==> config.mk <==
export PLATFORM = sky130hd
export DESIGN_NAME = ibex_rvfi_trace_fifo
export DESIGN_NICKNAME = d
export VERILOG_FILES = /design/src/rtl/ibex_rvfi_trace_fifo.sv
export SDC_FILE = /design/constraint.sdc
export NUM_CORES = 1
export LEC_CHECK = 0
export BUFFER_PORTS_ARGS = -buffer_cell sky130_fd_sc_hd__buf_2
export CAP_MARGIN = 30
export CORE_MARGIN = 3
export CORE_UTILIZATION = 49
export CTS_CLUSTER_SIZE = 12
export DETAILED_ROUTE_END_ITERATION = 8
export PLACE_DENSITY = 0.69
export SYNTH_ARGS = -nofsm -noshare
export SYNTH_HDL_FRONTEND = slang
export SYNTH_SLANG_ARGS = --single-unit
==> constraint.sdc <==
create_clock -name clk_i -period 17.87 [get_ports clk_i]
set_clock_uncertainty 0.05 [all_clocks]
set_input_delay 0 -clock clk_i [delete_from_list [all_inputs] [get_ports clk_i]]
set_output_delay 0 -clock clk_i [all_outputs]
set_load 0.01 [all_outputs]
==> src/rtl/ibex_rvfi_trace_fifo.sv <==
// ibex_rvfi_trace_fifo
//
// Captures retired-instruction records from the RVFI port into a small FIFO
// for a trace consumer. Every captured retirement consumes a sequence number,
// including ones dropped because the FIFO is full, so the consumer can spot
// gaps. The entry pushed after one or more drops carries a lost marker.
//
// Ports
//   clk_i, rst_i        clock, asynchronous active-high reset
//   trace_en_i          capture enable (draining continues when low)
//   clear_i             synchronous flush of FIFO, counters and flags
//   rvfi_*              retirement record from the core
//   trace_valid_o/ready handshake for the head entry
//   trace_*_o           head entry fields, sequence number and lost marker
//   drop_cnt_o          saturating count of dropped retirements
//   overflow_o          sticky, set on the first drop
//
// Depth must be a power of two and at least 2.

module ibex_rvfi_trace_fifo #(
    parameter int unsigned Depth    = 8,
    parameter int unsigned CntWidth = 16
) (
    input  logic                clk_i,
    input  logic                rst_i,
    input  logic                trace_en_i,
    input  logic                clear_i,
    input  logic                rvfi_valid,
    input  logic [31:0]         rvfi_pc_rdata,
    input  logic [31:0]         rvfi_insn,
    input  logic                rvfi_trap,
    input  logic [4:0]          rvfi_rd_addr,
    input  logic [31:0]         rvfi_rd_wdata,
    output logic                trace_valid_o,
    input  logic                trace_ready_i,
    output logic [31:0]         trace_pc_o,
    output logic [31:0]         trace_insn_o,
    output logic [4:0]          trace_rd_addr_o,
    output logic [31:0]         trace_rd_wdata_o,
    output logic                trace_trap_o,
    output logic [CntWidth-1:0] trace_seq_o,
    output logic                trace_lost_o,
    output logic [CntWidth-1:0] drop_cnt_o,
    output logic                overflow_o
);

    localparam int unsigned AddrW = $clog2(Depth);
    localparam logic [AddrW:0]      PtrOne = 1;
    localparam logic [CntWidth-1:0] CntOne = 1;

    typedef struct packed {
        logic [31:0]         pc;
        logic [31:0]         insn;
        logic [4:0]          rd_addr;
        logic [31:0]         rd_wdata;
        logic                trap;
        logic [CntWidth-1:0] seq;
        logic                lost;
    } entry_t;

    entry_t              mem [Depth];
    entry_t              head;
    logic [AddrW:0]      wr_ptr;
    logic [AddrW:0]      rd_ptr;
    logic [CntWidth-1:0] seq_q;
    logic [CntWidth-1:0] drop_q;
    logic                overflow_q;
    logic                lost_pending_q;

    logic empty;
    logic full;
    logic capture;
    logic pop;
    logic push;
    logic drop;

    // Extra pointer MSB distinguishes full from empty when low bits match.
    assign empty   = (wr_ptr == rd_ptr);
    assign full    = (wr_ptr[AddrW] != rd_ptr[AddrW]) &&
                     (wr_ptr[AddrW-1:0] == rd_ptr[AddrW-1:0]);

    assign capture = rvfi_valid && trace_en_i && !clear_i;
    assign pop     = !empty && trace_ready_i;
    // A pop in the same cycle frees the slot, so a full FIFO still accepts.
    assign push    = capture && (!full || pop);
    assign drop    = capture && full && !pop;

    // Storage is not reset; contents are ignored while the FIFO is empty.
    always_ff @(posedge clk_i) begin
        if (push) begin
            mem[wr_ptr[AddrW-1:0]] <= '{
                pc:       rvfi_pc_rdata,
                insn:     rvfi_insn,
                rd_addr:  rvfi_rd_addr,
                rd_wdata: rvfi_rd_wdata,
                trap:     rvfi_trap,
                seq:      seq_q,
                lost:     lost_pending_q
            };
        end
    end

    always_ff @(posedge clk_i or posedge rst_i) begin
        if (rst_i) begin
            wr_ptr         <= '0;
            rd_ptr         <= '0;
            seq_q          <= '0;
            drop_q         <= '0;
            overflow_q     <= 1'b0;
            lost_pending_q <= 1'b0;
        end else if (clear_i) begin
            wr_ptr         <= '0;
            rd_ptr         <= '0;
            seq_q          <= '0;
            drop_q         <= '0;
            overflow_q     <= 1'b0;
            lost_pending_q <= 1'b0;
        end else begin
            if (push) begin
                wr_ptr         <= wr_ptr + PtrOne;
                lost_pending_q <= 1'b0;
            end
            if (pop) begin
                rd_ptr <= rd_ptr + PtrOne;
            end
            if (capture) begin
                seq_q <= seq_q + CntOne;
            end
            if (drop) begin
                if (drop_q != '1) begin
                    drop_q <= drop_q + CntOne;
                end
                overflow_q     <= 1'b1;
                lost_pending_q <= 1'b1;
            end
        end
    end

    // Head is read straight from registered storage; no path from rvfi_*.
    assign head             = mem[rd_ptr[AddrW-1:0]];
    assign trace_valid_o    = !empty;
    assign trace_pc_o       = head.pc;
    assign trace_insn_o     = head.insn;
    assign trace_rd_addr_o  = head.rd_addr;
    assign trace_rd_wdata_o = head.rd_wdata;
    assign trace_trap_o     = head.trap;
    assign trace_seq_o      = head.seq;
    assign trace_lost_o     = head.lost;
    assign drop_cnt_o       = drop_q;
    assign overflow_o       = overflow_q;

endmodule
==> flow_metrics.tcl <==
set metrics [dict create \
    status "finished clean" \
    wl_per_cell_um 24.4 \
    ys_warn_count 0 \
    power.density_nw_per_um2 110 \
    worst_setup_path_end_kind "primary output" \
    yosys.area.top_type "edfxtp_1" \
    first_global_vias 19000 \
    dpl.hpwl_mm 41.5 \
    drive_above_1_share 0.373 \
    clock-sinks 994 \
    grt_pass1_wl_mm 117 \
    synthesis.nets 1737 \
    place_congestion 0.763 \
    fp.coreArea_sq_um 76300 \
    synthArstFlopShare 0.0423 \
    fin_crit_sh 0.231 \
    holdPathEnd "mem[0][94]$_DFFE_PP_" \
    cts-buffers-inserted 100 \
    path_clk_slew_ps 60 \
    synth_edf_count 952 \
    initial_core_util 0.497 \
    cp-startpoint "rd_ptr[0]$_DFFE_PP0P_" \
    netlist_area_sq_um 37900 \
    finish.utilization 0.587 \
    synth_top_area_frac 0.754 \
    final_nets 2148 \
    avgSynthCellArea_sq_um 23.3 \
    power.leakage_nw 14.4 \
    drt_iter0_drc 1248 \
    ant_nets 0 \
    area_delta_synth_final_pct 18.1 \
    worstPathRequired_ps 17820 \
    hold_viol_final 0 \
    crit_type "reg -> out" \
    worstMarginPinSlew_ps 964 \
    num-fill-cells 5505 \
    r2r-end "mem[5][40]$_DFFE_PP_" \
    via_count 17500 \
    cts_max_level 3 \
    clk_root_buffer_cell "clkbuf_16" \
    rsz0062_at_grt "false" \
    r2r-start "rd_ptr[1]$_DFFE_PP0P_" \
    finalSetupTns_ps 0 \
    rows 101 \
    synth_common_cells "952 x edfxtp_1, 238 x mux4_2, 119 x mux2_2" \
    globalRoute.totalOverflow 0 \
    portBuffers 244 \
    clk_latency_ps 630 \
    max-slew-margin-rel 0.357 \
    vias_per_cell 5.57 \
    hp-start "rvfi_pc_rdata[7]" \
    hold_path_depth 2 \
    path_max_fanout 106 \
    synth_cell_types 41 \
    clockBufferDepth 3 \
    maxSlewViolCount 0 \
    hp-class "in -> reg" \
    crit_arrival_ps 4090 \
    dp.cells 2849 \
    synth_seq_area_share 0.781 \
    first_pass_iters 5 \
    die_y_um 284 \
    crit_path_start_kind "flip-flop" \
    yosysMostFrequentCell "edfxtp_1" \
    grt_usage 0.191 \
    postSynthCellCount 1625 \
    antenna_found_initial 6 \
    cts_resized 0 \
    ios 245 \
    layoutNonFillerInstCount 3133 \
    reg2reg_depth 8 \
    die_width_um 284 \
    die_area_sq_um 80800 \
    ir_drop_mv 0.0827 \
    period_needed_ps 4140 \
    grt_max_degree 120 \
    cts_tree "done" \
    yosys-top-cells-area "edfxtp_1 75%, mux4_2 14%, mux2_2 3.5%" \
    yosys_most_used_dff "edfxtp_1" \
    finalSetupViolCount 0 \
    drc_errors 0 \
    synth-seq-cells 994 \
    fmax_mhz 242 \
    wirelength_mm 76.5 \
    drv_cap 0 \
    holdWs_ps 119 \
    reg2reg_setup_slack_ps 13910 \
]
## worst max-delay path, cell delays in order, from the launching register on
cell     delay, ps
dfrtp_4        510
buf_16         310
buf_12         620
buf_4          830
mux4_2         600
mux2_2         320
buf_2          150
## cell usage in the layout, fill, tap and decap left out, types with 8 or more instances in the layout
cell type and count:
edfxtp_1 952, buf_2 244, mux4_2 238, mux2_2 119, dlygate4sd3_1 110, clkbuf_16 103
dfrtp_1 39, clkbuf_1 33, nor2_1 32, xor2_1 20, nand2_1 19, xnor2_1 17
buf_4 16, nand3_1 14, nand4_1 13, buf_16 11, clkinv_1 10, nor3_2 8
## flip-flops by register name, summed over array words and instances, names as in the netlist
name,cells
lost_pending_q,1
seq_q,16
overflow_o,1
drop_cnt_o,16
rd_ptr,4
wr_ptr,4
mem,952
## what timing repair did
item / 4_1_cts / 5_1_grt
hold buffers: 110 / 0
hold endpoints to repair: 896 / 0
setup buffers: 0 / 0
endpoints found under the setup margin: 0 / 0
## how the worst max path moves through the flow
| stage | end | slack, ps | cells after the start |
|---|---|---|---|
| after global placement | mem[4][104]$_DFFE_PP_ | 13040 | 6 |
| after floorplan | mem[4][0]$_DFFE_PP_ | 4550 | 5 |
| after detailed placement | mem[5][105]$_DFFE_PP_ | 13440 | 6 |
| after CTS | mem[5][106]$_DFFE_PP_ | 13420 | 6 |
| final | trace_rd_wdata_o[19] | 13730 | 6 |
| after global routing | trace_pc_o[6] | 13320 | 6 |
## cell type report
type	count	area [sq um]	area share
inverters	2	7.51	0.000168
clock inverters	23	194	0.00433
well taps	1030	1290	0.0288
flip-flops and latches	994	29600	0.662
repair buffers	388	2890	0.0644
diodes	5	12.5	0.000279
multi-input cells	550	8000	0.178
clock buffers	141	2770	0.0618
## metrics by stage
stage | total power [W] | instance area (sq um) | worst slack, ps
2_1_floorplan | 0.00293 | 37900 | 4550
3_3_place_gp | 0.00307 | 40400 | 13040
3_5_place_dp | 0.00308 | 40600 | 13440
4_1_cts | 0.00501 | 44700 | 13420
5_1_grt | 0.00513 | 44800 | 13320
6_report | 0.00495 | 44800 | 13730
## metal layers
layer | routed length, um | GRT usage | part of all wire | vias to the layer above
li1 | - | - | - | 7671
met1 | 31300 | 0.252 | 0.41 | 9268
met2 | 39800 | 0.330 | 0.52 | 411
met3 | 3560 | 0.0344 | 0.047 | 114
met4 | 1790 | 0.0548 | 0.023 | 2
met5 | 13 | 0 | 0.00017 | -
## cells by family after synthesis
logic type / count (synthesis) / share of synthesized area
xor gates and xnor gates: 37 / 0.00854
and+or+nand+nor: 124 / 0.0183
buffers and inverters: 81 / 0.00897
muxes: 360 / 0.177
DFF: 994 / 0.781
AOI/OAI and AO/OA: 25 / 0.00393
adders and majority gates: 4 / 0.00132
## power by group
part / internal [W] / switching (W)
combinational: 0.000241 / 0.000227
clock: 0.00110 / 0.000806
sequential: 0.00256 / 0.00000944
total: 0.00390 / 0.00104
No activity file was read; power rests on OpenSTA's default activity.
